===== src/rtl/interleave_example_pkg.sv =====
// interleave_example_pkg: shared types, limits and helpers for the interleave example read path
package interleave_example_pkg;

    typedef enum logic [1:0] {IDLE, ISSUE, DRAIN, DONE} rd_req_state_t;

    localparam int unsigned LP_4KB_BOUNDARY = 4096;

    function automatic logic [63:0] ceil_div_pow2(input logic [63:0] x, input int unsigned lg);
        return (x >> lg) + 64'(|(x & ((64'd1 << lg) - 64'd1)));
    endfunction

endpackage


===== src/rtl/interleave_example_counter.sv =====
// interleave_example_counter: up/down counter with load, clock enable and a registered zero flag
module interleave_example_counter #(
    parameter int                 C_WIDTH = 4,
    parameter logic [C_WIDTH-1:0] C_INIT  = '0
) (
    input  logic               clk,
    input  logic               rst,
    input  logic               clken_i,
    input  logic               load_i,
    input  logic               incr_i,
    input  logic               decr_i,
    input  logic [C_WIDTH-1:0] load_value_i,
    output logic [C_WIDTH-1:0] count_o,
    output logic               is_zero_o
);

    logic [C_WIDTH-1:0] count_q, count_d;
    logic               is_zero_q;
    logic               dec;

    // a decrement at zero is a caller protocol error and is dropped
    assign dec     = decr_i & |count_q;
    assign count_d = load_i          ? load_value_i :
                     (incr_i & ~dec) ? count_q + 1'b1 :
                     (dec & ~incr_i) ? count_q - 1'b1 : count_q;

    always_ff @(posedge clk) begin
        if (rst) begin
            count_q   <= C_INIT;
            is_zero_q <= (C_INIT == '0);
        end else if (clken_i) begin
            count_q   <= count_d;
            is_zero_q <= (count_d == '0);
        end
    end

    assign count_o   = count_q;
    assign is_zero_o = is_zero_q;

endmodule


===== src/rtl/interleave_example_rd_req_gen.sv =====
// interleave_example_rd_req_gen: splits a byte transfer into fixed-length AXI AR bursts,
// limits in-flight bursts and pulses done once every burst has returned its last beat.
module interleave_example_rd_req_gen
    import interleave_example_pkg::*;
#(
    parameter int C_ADDR_WIDTH      = 64,
    parameter int C_DATA_WIDTH      = 512,
    parameter int C_XFER_SIZE_WIDTH = 32,
    parameter int C_BURST_LEN       = 16,
    parameter int C_MAX_OUTSTANDING = 16
) (
    input  logic                         clk,
    input  logic                         rst,
    input  logic                         ctrl_start,
    input  logic [C_ADDR_WIDTH-1:0]      ctrl_addr_offset,
    input  logic [C_XFER_SIZE_WIDTH-1:0] ctrl_xfer_size_in_bytes,
    output logic                         ctrl_done,
    output logic                         busy,
    output logic                         m_axi_arvalid,
    input  logic                         m_axi_arready,
    output logic [C_ADDR_WIDTH-1:0]      m_axi_araddr,
    output logic [7:0]                   m_axi_arlen,
    input  logic                         m_axi_rvalid,
    input  logic                         m_axi_rready,
    input  logic                         m_axi_rlast
);

    localparam int unsigned BPB         = C_DATA_WIDTH / 8;
    localparam int unsigned BPB_LG      = $clog2(BPB);
    localparam int          XW          = C_XFER_SIZE_WIDTH + 1;
    localparam int          CW          = $clog2(C_MAX_OUTSTANDING + 1);
    localparam int unsigned BURST_BYTES = (C_BURST_LEN * BPB > LP_4KB_BOUNDARY) ? LP_4KB_BOUNDARY : C_BURST_LEN * BPB;

    rd_req_state_t          state_q, state_d;
    logic                   prep_q, prep_d;
    logic [C_ADDR_WIDTH-1:0] addr_q, addr_d;
    logic [XW-1:0]          size_q, size_d;
    logic [XW-1:0]          bursts_q, bursts_d;
    logic [8:0]             last_q, last_d;
    logic [XW-1:0]          beats, nb;
    logic [8:0]             last_len;
    logic [CW-1:0]          outstanding;
    logic                   out_zero;
    logic                   ar_hs;

    assign beats    = XW'(ceil_div_pow2(64'(size_q), BPB_LG));
    assign nb       = (beats + XW'(C_BURST_LEN - 1)) / XW'(C_BURST_LEN);
    assign last_len = 9'(beats - (nb - XW'(1)) * XW'(C_BURST_LEN));

    // prep_q spends the first ISSUE cycle registering the burst count and tail length
    assign m_axi_arvalid = (state_q == ISSUE) && !prep_q && (bursts_q != '0) && (outstanding != CW'(C_MAX_OUTSTANDING));
    assign ar_hs         = m_axi_arvalid & m_axi_arready;
    assign m_axi_araddr  = addr_q;
    assign m_axi_arlen   = !m_axi_arvalid ? 8'd0 : (bursts_q == XW'(1)) ? 8'(last_q - 9'd1) : 8'(C_BURST_LEN - 1);
    assign ctrl_done     = (state_q == DONE);
    assign busy          = (state_q != IDLE);

    always_comb begin
        state_d  = state_q;
        prep_d   = prep_q;
        addr_d   = addr_q;
        size_d   = size_q;
        bursts_d = bursts_q;
        last_d   = last_q;
        case (state_q)
            IDLE: if (ctrl_start) begin
                addr_d  = ctrl_addr_offset;
                size_d  = XW'(ctrl_xfer_size_in_bytes);
                prep_d  = 1'b1;
                state_d = (ctrl_xfer_size_in_bytes == '0) ? DONE : ISSUE;
            end
            ISSUE: if (prep_q) begin
                prep_d   = 1'b0;
                bursts_d = nb;
                last_d   = last_len;
            end else if (ar_hs) begin
                bursts_d = bursts_q - XW'(1);
                addr_d   = addr_q + C_ADDR_WIDTH'(BURST_BYTES);
                state_d  = (bursts_q == XW'(1)) ? DRAIN : ISSUE;
            end
            DRAIN: state_d = out_zero ? DONE : DRAIN;
            DONE: state_d = IDLE;
            default: state_d = IDLE;
        endcase
    end

    always_ff @(posedge clk) begin
        if (rst) begin
            state_q  <= IDLE;
            prep_q   <= 1'b0;
            addr_q   <= '0;
            size_q   <= '0;
            bursts_q <= '0;
            last_q   <= '0;
        end else begin
            state_q  <= state_d;
            prep_q   <= prep_d;
            addr_q   <= addr_d;
            size_q   <= size_d;
            bursts_q <= bursts_d;
            last_q   <= last_d;
        end
    end

    interleave_example_counter #(
        .C_WIDTH (CW),
        .C_INIT  ('0)
    ) u_outstanding (
        .clk          (clk),
        .rst          (rst),
        .clken_i      (1'b1),
        .load_i       (1'b0),
        .incr_i       (ar_hs),
        .decr_i       (m_axi_rvalid & m_axi_rready & m_axi_rlast),
        .load_value_i ('0),
        .count_o      (outstanding),
        .is_zero_o    (out_zero)
    );

endmodule


===== config.mk =====
export PLATFORM = sky130hd
export DESIGN_NAME = interleave_example_rd_req_gen
export DESIGN_NICKNAME = d
export VERILOG_FILES = /design/src/rtl/interleave_example_pkg.sv /design/src/rtl/interleave_example_counter.sv /design/src/rtl/interleave_example_rd_req_gen.sv
export SDC_FILE = /design/constraint.sdc
export NUM_CORES = 1
export LEC_CHECK = 0
export ABC_AREA = 1
export BUFFER_PORTS_ARGS = -buffer_cell sky130_fd_sc_hd__buf_2
export CORE_ASPECT_RATIO = 1.2
export CORE_MARGIN = 2
export CORE_UTILIZATION = 55
export CTS_BUF_LIST = sky130_fd_sc_hd__clkbuf_16
export DETAILED_ROUTE_END_ITERATION = 6
export GPL_TIMING_DRIVEN = 0
export PLACE_DENSITY = 0.79
export SETUP_SLACK_MARGIN = 0.05
export SLEW_MARGIN = 20
export SYNTH_ARGS = -nofsm -noshare
export SYNTH_HDL_FRONTEND = slang
export SYNTH_HIERARCHICAL = 1
export SYNTH_SLANG_ARGS = --single-unit

===== constraint.sdc =====
create_clock -name clk -period 5.8 [get_ports clk]
set_input_delay 0.87 -clock clk [delete_from_list [all_inputs] [get_ports clk]]
set_output_delay 0.87 -clock clk [all_outputs]
set_load 0.05 [all_outputs]

==> flow_summary.ini, run 1 <==
[sta]
skew_ns = 0.01371
fmax_mhz = 276.0
fin_crit_sh = 0.6247
final_max_slew_viol_count = 0
holdWs_ns = 0.4698
setup_viol = 0
post-route-min-period_ns = 3.623
grt_setup_unrepaired = false
finalSetupTns_ns = 0
relSlewSlack = 0.4063
max_slew.worst_pin.slew_ns = 0.8838
hold_viol_final = 0

[critical_path]
critPathLaunchType = register
critical_path.max_fanout = 7
critPathMostFrequentCell = nor2_1
path_cells = nor2_1 > nand3_1 > nor2_1 > nand2_1 > nor2_1 > nand2_1 > nor2_1 > buf_2
required_ns = 4.93
cp.arrival_ns = 2.75
slowest_stage = nor2_1
end_kind = output port
slowest_delay_ns = 0.61
critical_path_class = register to output port

[finish]
nets = 1930
area_delta_synth_final_pct = 18.28
diodes = 0
instances_no_fill = 2051
layout-drive-gt1-share = 0.1604

[die]
start_util = 0.5562
core-area_sq_um = 17970
row_count = 54
die_h_um = 151.7
ioPinCount = 178
die_w_um = 127.1
dieArea_sq_um = 19270

[placement]
port_buffers = 177
dp_hpwl_um = 26270
gp_congestion = 0.9922
placed_cells = 2019

[yosys]
synth-seq-area-share = 0.2924
synth_area_leaders = dfxtp_1, nand2_1, o21ai_0
synth_edf_count = 0
yosysUniqueCellTypes = 50
yosysTopAreaCell = dfxtp_1
postSynthCellCount = 1605
synth_async_sr_flop_share = 0
yosysTopAreaCellShare = 0.2924
yosys_register_bits = 146
ys.flop_type = dfxtp_1
avgSynthCellArea_sq_um = 6.228
synth_warnings = 6
syn_area_sq_um = 9996

[power_and_ir_drop]
ir_worst_vdd_v = 0.0002064
power_w = 0.003357
leakage_nw = 5.280
power.density_nw_per_um2 = 284.0

[route]
wl_per_cell_um = 16.14
drt-initial-drc-count = 814
wirelength_um = 33100
viasPerCell = 5.639
ant_nets = 0
drc = 0
dr.pass1.iters = 6
vias = 11570

[clock_network]
cts_inserted_buffers = 17
root_buffer = clkbuf_16
clkTransAtPathRegs_ns = 0.07
cts_sinks = 146
cts_tree = built
h-tree-depth = 4
cts_setup_buffers = 0
cts.path.max_buffers = 2
cts_hold_buffers = 0
clkLatencyLatePin_ns = 0.44
cts_resized = 0

[global_routing]
grt_max_degree = 19
antenna_found_initial = 0
grt_first_pass_wirelength_um = 52430
first_global_vias = 10670
grt_usage = 0.3427
grt-ovfl-total = 0

[outcome]
status = completed

[flow_run]
max-cap-violations = 0

[worst_hold_path]
hp-class = register to register
## metal layers
layer | share of wire | vias up | routed length [um] | GRT usage
met1 | 0.41 | 5227 | 13410 | 0.4105
li1 | - | 5742 | - | -
met4 | 0.046 | 0 | 1532 | 0.1665
met3 | 0.068 | 101 | 2261 | 0.04529
met2 | 0.48 | 496 | 15890 | 0.6073
met5 | 0 | - | 0 | 0
## power breakdown
group | internal [W] | switching [W] | total (W)
Clock | 0.000585 | 0.000552 | 0.00114
Combinational | 0.000303 | 0.000698 | 0.00100
Sequential | 0.00110 | 0.000121 | 0.00122
## synthesized netlist by cell type, drive strengths merged (2+ instances only)
library cell and instances:
xnor2 22, ha 12, o22ai 2, buf 13
a22oi 2, nand4 33, inv 160, a21oi 112
clkinv 2, a211oi 4, nand2 395, nor3b 3
o21ai 168, nor4 19, nand3b 5, clkbuf 44
or2 7, xor2 36, a31oi 45, and3 2
o211ai 6, nor2 215, dfxtp 146, conb 2
nor3 33, nand3 109
## per-stage QoR
stage | instance area (sq um) | utilization | setup WS [ns]
4_1_cts | 11820 | 0.6578 | 2.147
6_report | 11820 | 0.6578 | 2.177
3_3_place_gp | 11210 | 0.6238 | 2.383
2_1_floorplan | 10040 | - | 2.647
3_5_place_dp | 11210 | 0.6238 | 2.282
5_1_grt | 11820 | 0.6578 | 1.907
## critical path, delay by kind of cell, from the launching register on
kind	cells	cell delay, ns
DFF	1	0.34
buffers and inverters	1	0.27
and+or+nand+nor	7	1.71
## final cells by class
| type | instances | area [sq um] |
|---|---|---|
| fillers | 1757 | 6150 |
| inverters | 162 | 608.1 |
| repair buffers | 177 | 885.9 |
| flip-flops and latches | 146 | 2923 |
| clock buffers | 17 | 425.4 |
| clock inverters | 15 | 186.4 |
| multi-input cells | 1253 | 6264 |
| well taps | 224 | 280.3 |
| plain buffers | 57 | 250.2 |
## worst paths after layout
kind	cells after the start	slack, ns	start	endpoint
setup reg to reg	18	2.23	size_q[2]	last_q[7]
hold / removal	2	0.47	bursts_q[30]	bursts_q[30]
setup / recovery	8	2.18	bursts_q[25]	m_axi_arlen[4]
hold reg to reg	2	0.47	bursts_q[30]	bursts_q[30]
## registers in the layout, indices dropped and copies added (netlist names)
| register | flops |
|---|---|
| m_axi_araddr | 64 |
| state_q | 2 |
| u_outstanding/is_zero_o | 1 |
| size_q | 32 |
| bursts_q | 33 |
| u_outstanding/count_o | 5 |
| last_q | 8 |
| prep_q | 1 |
## cells by family after synthesis
group / Yosys count / share of synthesized area
and+or+nand+nor: 821 / 0.3659
buffers and inverters: 219 / 0.08587
other: 2 / 0.0007513
xor gates and xnor gates: 58 / 0.05082
adders and majority gates: 13 / 0.01702
AOI/OAI and AO/OA: 346 / 0.1873
DFF: 146 / 0.2924
## cell usage in the layout, fill, tap and decap left out, types with 3 or more instances in the layout
| master | n |
|---|---|
| nand2_1 | 376 |
| nor2_1 | 192 |
| buf_2 | 187 |
| o21ai_0 | 157 |
| inv_1 | 151 |
| dfxtp_1 | 146 |
| a21oi_1 | 109 |
| nand3_1 | 106 |
| a31oi_1 | 45 |
| clkbuf_1 | 40 |
| xor2_1 | 36 |
| nor3_1 | 32 |
| nand4_1 | 32 |
| xnor2_1 | 22 |
| nor4_1 | 19 |
| clkbuf_16 | 17 |
| conb_1 | 15 |
| nor2_2 | 14 |
| nand2_2 | 13 |
| ha_1 | 12 |
| o21ai_1 | 10 |
| nor2_4 | 9 |
| inv_2 | 9 |
| nand2_4 | 6 |
| or2_2 | 6 |
| o211ai_1 | 6 |
| clkinv_8 | 6 |
| nand3b_1 | 5 |
| clkbuf_2 | 4 |
| a211oi_1 | 4 |
| inv_8 | 4 |
| nor3b_1 | 3 |
| nand3_2 | 3 |
| inv_6 | 3 |
Note: power is estimated with default switching activity, not from simulation.
==> run 2, diff against run 1 <==
Settings changed: CORE_UTILIZATION 55 to 52, PLACE_DENSITY 0.79 to 0.78.
Clock period 5.8 ns to 3 ns, I/O delays scaled along.
==> run 2 against run 1 <==
The flow now finishes with violations (negative setup slack). Core utilization is 1.1 points lower. Wire length is 2.7% higher. Global-route usage is 1.1 points lower. Combinational power is 110% higher. Critical path type is now register to register.
==> flow_summary.ini, run 2 (synthesis gave the netlist of run 1 again) <==
[route]
viasPerCell = 5.512
dr.pass1.iters = 5
wirelength_um = 33980
drt-initial-drc-count = 884
vias = 11570
wl_per_cell_um = 16.20
ant_nets = 0
drc = 0

[sta]
fmax_mhz = 319.0
relSlewSlack = 0.4927
final_max_slew_viol_count = 0
fin_crit_sh = 1.045
hold_viol_final = 0
setup_viol = 1
post-route-min-period_ns = 3.135
max_slew.worst_pin.slew_ns = 0.7610
grt_setup_unrepaired = true
skew_ns = 0.01012
fin_ws_ns = -0.1350

[global_routing]
grt_max_degree = 18
antenna_found_initial = 1
grt-ovfl-total = 0
first_global_vias = 10740
grt_usage = 0.3318
grt_first_pass_wirelength_um = 53060

[outcome]
violations = negative setup slack
status = complete, but fails checks

[clock_network]
h-tree-depth = 4
cts_sinks = 146
cts.path.max_buffers = 2
cts_tree = built
cts_inserted_buffers = 17
root_buffer = clkbuf_16
clkTransAtPathRegs_ns = 0.07
clkLatencyLatePin_ns = 0.45

[die]
dieArea_sq_um = 20350
die_h_um = 155.9
row_count = 55
start_util = 0.5301
core-area_sq_um = 18860
ioPinCount = 178
die_w_um = 130.6

[worst_hold_path]
hold_path_depth = 3
hp-class = input port to register

[critical_path]
critPathLaunchType = register
critical_path_class = register to register
critPathMostFrequentCell = nand2_4
cp.arrival_ns = 3.47
critPathTopFamily = adder cells
critical_path.max_fanout = 5
required_ns = 3.34
slowest_delay_ns = 0.35
path_cells = nor4_4 > nand2_2 > ha_4 > nand2_4 > nand2_4 > nand2_4 > nor2_4 > nand2_4 > inv_4 > ha_4 > inv_4 > ha_4 > xor2_2 > ha_1 > a21oi_2 > o21ai_2 > xnor2_1 > a21oi_1 > o21ai_1 > nand2_1
slowest_stage = ha_1
path_depth = 20
r2r_cells = 20
end_kind = register
crit_buf_inv = 2

[power_and_ir_drop]
leakage_nw = 5.370
power_w = 0.006604
ir_worst_vdd_v = 0.0004340
power.density_nw_per_um2 = 541.7

[finish]
n_fill_cell = 1839
design_area_sq_um = 12190
largest_reg_flops = 64
area_delta_synth_final_pct = 21.98
layout-drive-gt1-share = 0.1912
nets = 1944
layout_commonest_cell = nand2_1
seqCellArea_sq_um = 2925
instances_no_fill = 2098
multi_input_area_sq_um = 6484
final_cell_mix = nand2_1, nor2_1, buf_2, o21ai_0, inv_1

[flow_run]
max-cap-violations = 0

[placement]
placed_area_sq_um = 11290
gp_congestion = 1.013
port_buffers = 177
placed_cells = 2051
dp_hpwl_um = 26560
## run 2: changes by cell type in the layout (fill, tap and decap cells not counted), sizes merged
cell,before,now
clkbuf,61,65
buf,190,200
inv,167,172
diode,0,1
clkinv,10,5
## run 2: power by group
group / internal, W / total (W) / leakage, nW / switching (W)
combinational: 0.000660 / 0.00207 / 3.88 / 0.00141
sequential: 0.00212 / 0.00236 / 1.20 / 0.000240
clock: 0.00112 / 0.00217 / 0.288 / 0.00105
## run 2: repair_timing
item                                    in CTS  in global routing
endpoints found under the setup margin      12                 26
setup buffers                                8                  6
pin swaps                                   15                 16
hold buffers                                 0                  0
endpoints found under the hold margin        0                  0
gates resized for setup                     22                 38
## run 2: layout make-up
class                      instances  share of cell area
sequential                       146              0.2399
antenna                            1           0.0002052
timing repair buffer             191             0.08312
tap                              256             0.02627
multi-input combinational       1253              0.5318
clock inverter                    15             0.01283
inverter                         162             0.05049
buffer                            57             0.02052
clock buffer                      17             0.03489
## run 2: final timing paths
kind,startpoint,to,slack [ns]
setup reg to reg,size_q[5],last_q[7],-0.13
hold / removal,ctrl_xfer_size_in_bytes[5],size_q[5],0.25
hold reg to reg,bursts_q[30],bursts_q[30],0.47
setup / recovery,size_q[5],last_q[7],-0.13
## run 2: metrics by stage
stage	worst slack, ns	setup TNS [ns]	hold WS [ns]	utilization
5_1_grt	-0.3118	-0.3266	0.2588	0.6465
6_report	-0.1350	-0.1350	0.2493	0.6466
3_3_place_gp	-0.1744	-0.1744	0.4476	0.5985
4_1_cts	-0.1590	-0.1590	0.2521	0.6362
3_5_place_dp	-0.2780	-0.2780	0.4559	0.5985
2_1_floorplan	0.05452	0	0.4393	-
## run 2: worst register-to-register path, stage by stage (launching register included)
cell     delay [ns]
dfxtp_2        0.34
nor4_4         0.30
nand2_2        0.15
ha_4           0.21
nand2_4        0.11
nand2_4        0.06
nand2_4        0.06
nor2_4         0.04
nand2_4        0.10
inv_4          0.06
ha_4           0.28
inv_4          0.04
ha_4           0.16
xor2_2         0.13
ha_1           0.35
a21oi_2        0.17
o21ai_2        0.08
xnor2_1        0.17
a21oi_1        0.09
o21ai_1        0.08
nand2_1        0.06
## run 2: metal layers
metal | GRT usage | wire [um] | vias to the layer above
met4 | 0.1606 | 1643 | 0
met5 | 0 | 0 | -
met2 | 0.5739 | 16490 | 436
met1 | 0.3933 | 13610 | 5248
li1 | - | - | 5779
met3 | 0.05864 | 2229 | 102
==> run 3, diff against run 2 <==
Settings changed: PLACE_DENSITY 0.78 to 0.85.
==> run 3 against run 2 <==
The run still ends with negative setup slack left. Clock skew is 0.0053 ns higher. Global-route usage is 0.55 points higher. Core utilization is 0.060 points higher. Clock power rose by 8%. Via count rose by 2.7%. Critical path depth is the same. Register-to-register slack worse by 0.05 ns. Hold slack better by 0.0076 ns. Critical endpoint unchanged. Largest cell class unchanged. Highest routed layer unchanged.
==> flow_summary.ini, run 3 (synthesis gave the netlist of run 1 again) <==
[critical_path]
critical_path.max_fanout = 3
cp.arrival_ns = 3.51
reg2reg_from = size_q[5]
end_kind = register
critical_path_class = register to register
slowest_stage = ha_1
path_cells = nor4_1 > nand2_1 > ha_4 > nand2_4 > nand2_1 > nand2_2 > nor2_2 > nand2_2 > inv_4 > ha_4 > inv_4 > ha_4 > xor2_1 > ha_1 > a21oi_2 > o21ai_1 > xnor2_1 > a21oi_1 > o21ai_1 > nand2_1
critPathTopFamily = adder cells
r2r_cells = 20
slowest_delay_ns = 0.36
critPathLaunchType = register
required_ns = 3.33
crit_buf_inv = 2
r2r-end = last_q[7]
r2r_setup_slack_ns = -0.18

[power_and_ir_drop]
p_switching_w = 0.002659
pwr-share-clk = 0.345
p_comb_frac = 0.307
swShare = 0.3910
ir_worst_vdd_v = 0.0004495
p_seq_frac = 0.348
p_int_w = 0.004141
power.density_nw_per_um2 = 557.2
leakage_nw = 5.407
power_w = 0.006800

[sta]
relSlewSlack = 0.4494
holdWs_ns = 0.2569
fmax_mhz = 314.3
grt_setup_unrepaired = true
fin_crit_sh = 1.060
final_max_slew_viol_count = 0
setup_viol = 1
skew_ns = 0.01546
max_slew.worst_pin.slew_ns = 0.8184
hold_viol_final = 0
finalSetupTns_ns = -0.1812
fin_ws_ns = -0.1812
post-route-min-period_ns = 3.181

[die]
die_h_um = 155.9
core-area_sq_um = 18860
dieArea_sq_um = 20350
row_count = 55
ioPinCount = 178
die_w_um = 130.6
start_util = 0.5301

[route]
dr.pass1.iters = 6
wl_per_cell_um = 16.45
vias = 11880
wirelength_um = 34530
viasPerCell = 5.660
drt-initial-drc-count = 1224
drc = 0
ant_nets = 0

[clock_network]
clkLatencyLatePin_ns = 0.44
clkTransAtPathRegs_ns = 0.07
cts_tree = built
h-tree-depth = 4
cts_inserted_buffers = 17
root_buffer = clkbuf_16
cts_hold_buffers = 0
cts.path.max_buffers = 2
cts_sinks = 146

[placement]
dp_hpwl_um = 26500
port_buffers = 177
gp_congestion = 0.9913
placed_cells = 2051

[global_routing]
grt_usage = 0.3373
first_global_vias = 11100
grt_first_pass_wirelength_um = 54120
antenna_found_initial = 1
grt_max_degree = 17
grt-ovfl-total = 0

[outcome]
violations = negative setup slack
status = complete, but fails checks

[finish]
area_delta_synth_final_pct = 22.09
instances_no_fill = 2099
layout-drive-gt1-share = 0.1878
nets = 1945
largest_reg_flops = 64
layout_commonest_cell = nand2_1
final_cell_mix = nand2_1, nor2_1, buf_2, o21ai_0, inv_1
finish.utilization = 0.6472

[worst_hold_path]
hp-start = ctrl_addr_offset[9]
hold_path_depth = 3
hold-path-endpoint = m_axi_araddr[9]
hp-class = input port to register

[flow_run]
max-cap-violations = 0
==> run 3: through the flow <==
stage	instance area, sq um	setup slack (ns)
2_1_floorplan	10080	0.05452
3_3_place_gp	11290	-0.1717
3_5_place_dp	11290	-0.2043
4_1_cts	12070	-0.1362
5_1_grt	12200	-0.3442
6_report	12200	-0.1812
==> run 3: worst register-to-register path: cells and delay by family (launching register included) <==
kind	cells	cell delay [ns]
adder cells (fa/ha/maj)	4	1.01
AND/OR/NAND/NOR	8	0.89
AO/OA/AOI/OAI	4	0.41
XOR/XNOR	2	0.34
flip-flops	1	0.32
buffers and inverters	2	0.10
==> run 3: cell type report <==
class / instances / area (sq um)
clock inverters: 15 / 207.7
repair buffers: 192 / 1022
inverters: 162 / 613.1
diodes: 1 / 2.502
plain buffers: 57 / 250.2
clock buffers: 17 / 425.4
multi-input cells: 1253 / 6436
well taps: 256 / 320.3
flip-flops and latches: 146 / 2927
fillers: 1736 / 6651
==> run 3: how the worst max path moves through the flow <==
stage	to	from	depth (start not counted)	slack (ns)
2_1_floorplan	last_q[7]	size_q[5]	19	0.05
3_3_place_gp	last_q[7]	size_q[5]	19	-0.17
3_5_place_dp	last_q[7]	size_q[5]	19	-0.20
4_1_cts	last_q[7]	size_q[2]	21	-0.14
5_1_grt	last_q[7]	size_q[5]	21	-0.34
6_report	last_q[7]	size_q[5]	20	-0.18
==> run 3: routing by layer <==
layer,track usage,wire length (um),vias to the layer above
met4,0.2057,2142,0
met5,0,0,-
li1,-,-,5785
met2,0.5811,16810,574
met1,0.3818,12950,5372
met3,0.06310,2627,149
==> run 3: power by group through the flow <==
stage / combinational, W / sequential [W] / clock [W]
2_1_floorplan: 0.00112 / 0.00266 / 0
3_3_place_gp: 0.00188 / 0.00239 / 0
3_5_place_dp: 0.00192 / 0.00239 / 0
4_1_cts: 0.00200 / 0.00235 / 0.00235
5_1_grt: 0.00228 / 0.00239 / 0.00243
6_report: 0.00208 / 0.00237 / 0.00235
==> run 3: timing repair <==
item / in CTS / in global routing
gates resized for setup: 22 / 30
endpoints found under the setup margin: 11 / 34
setup buffers: 10 / 5
pin swaps: 14 / 17
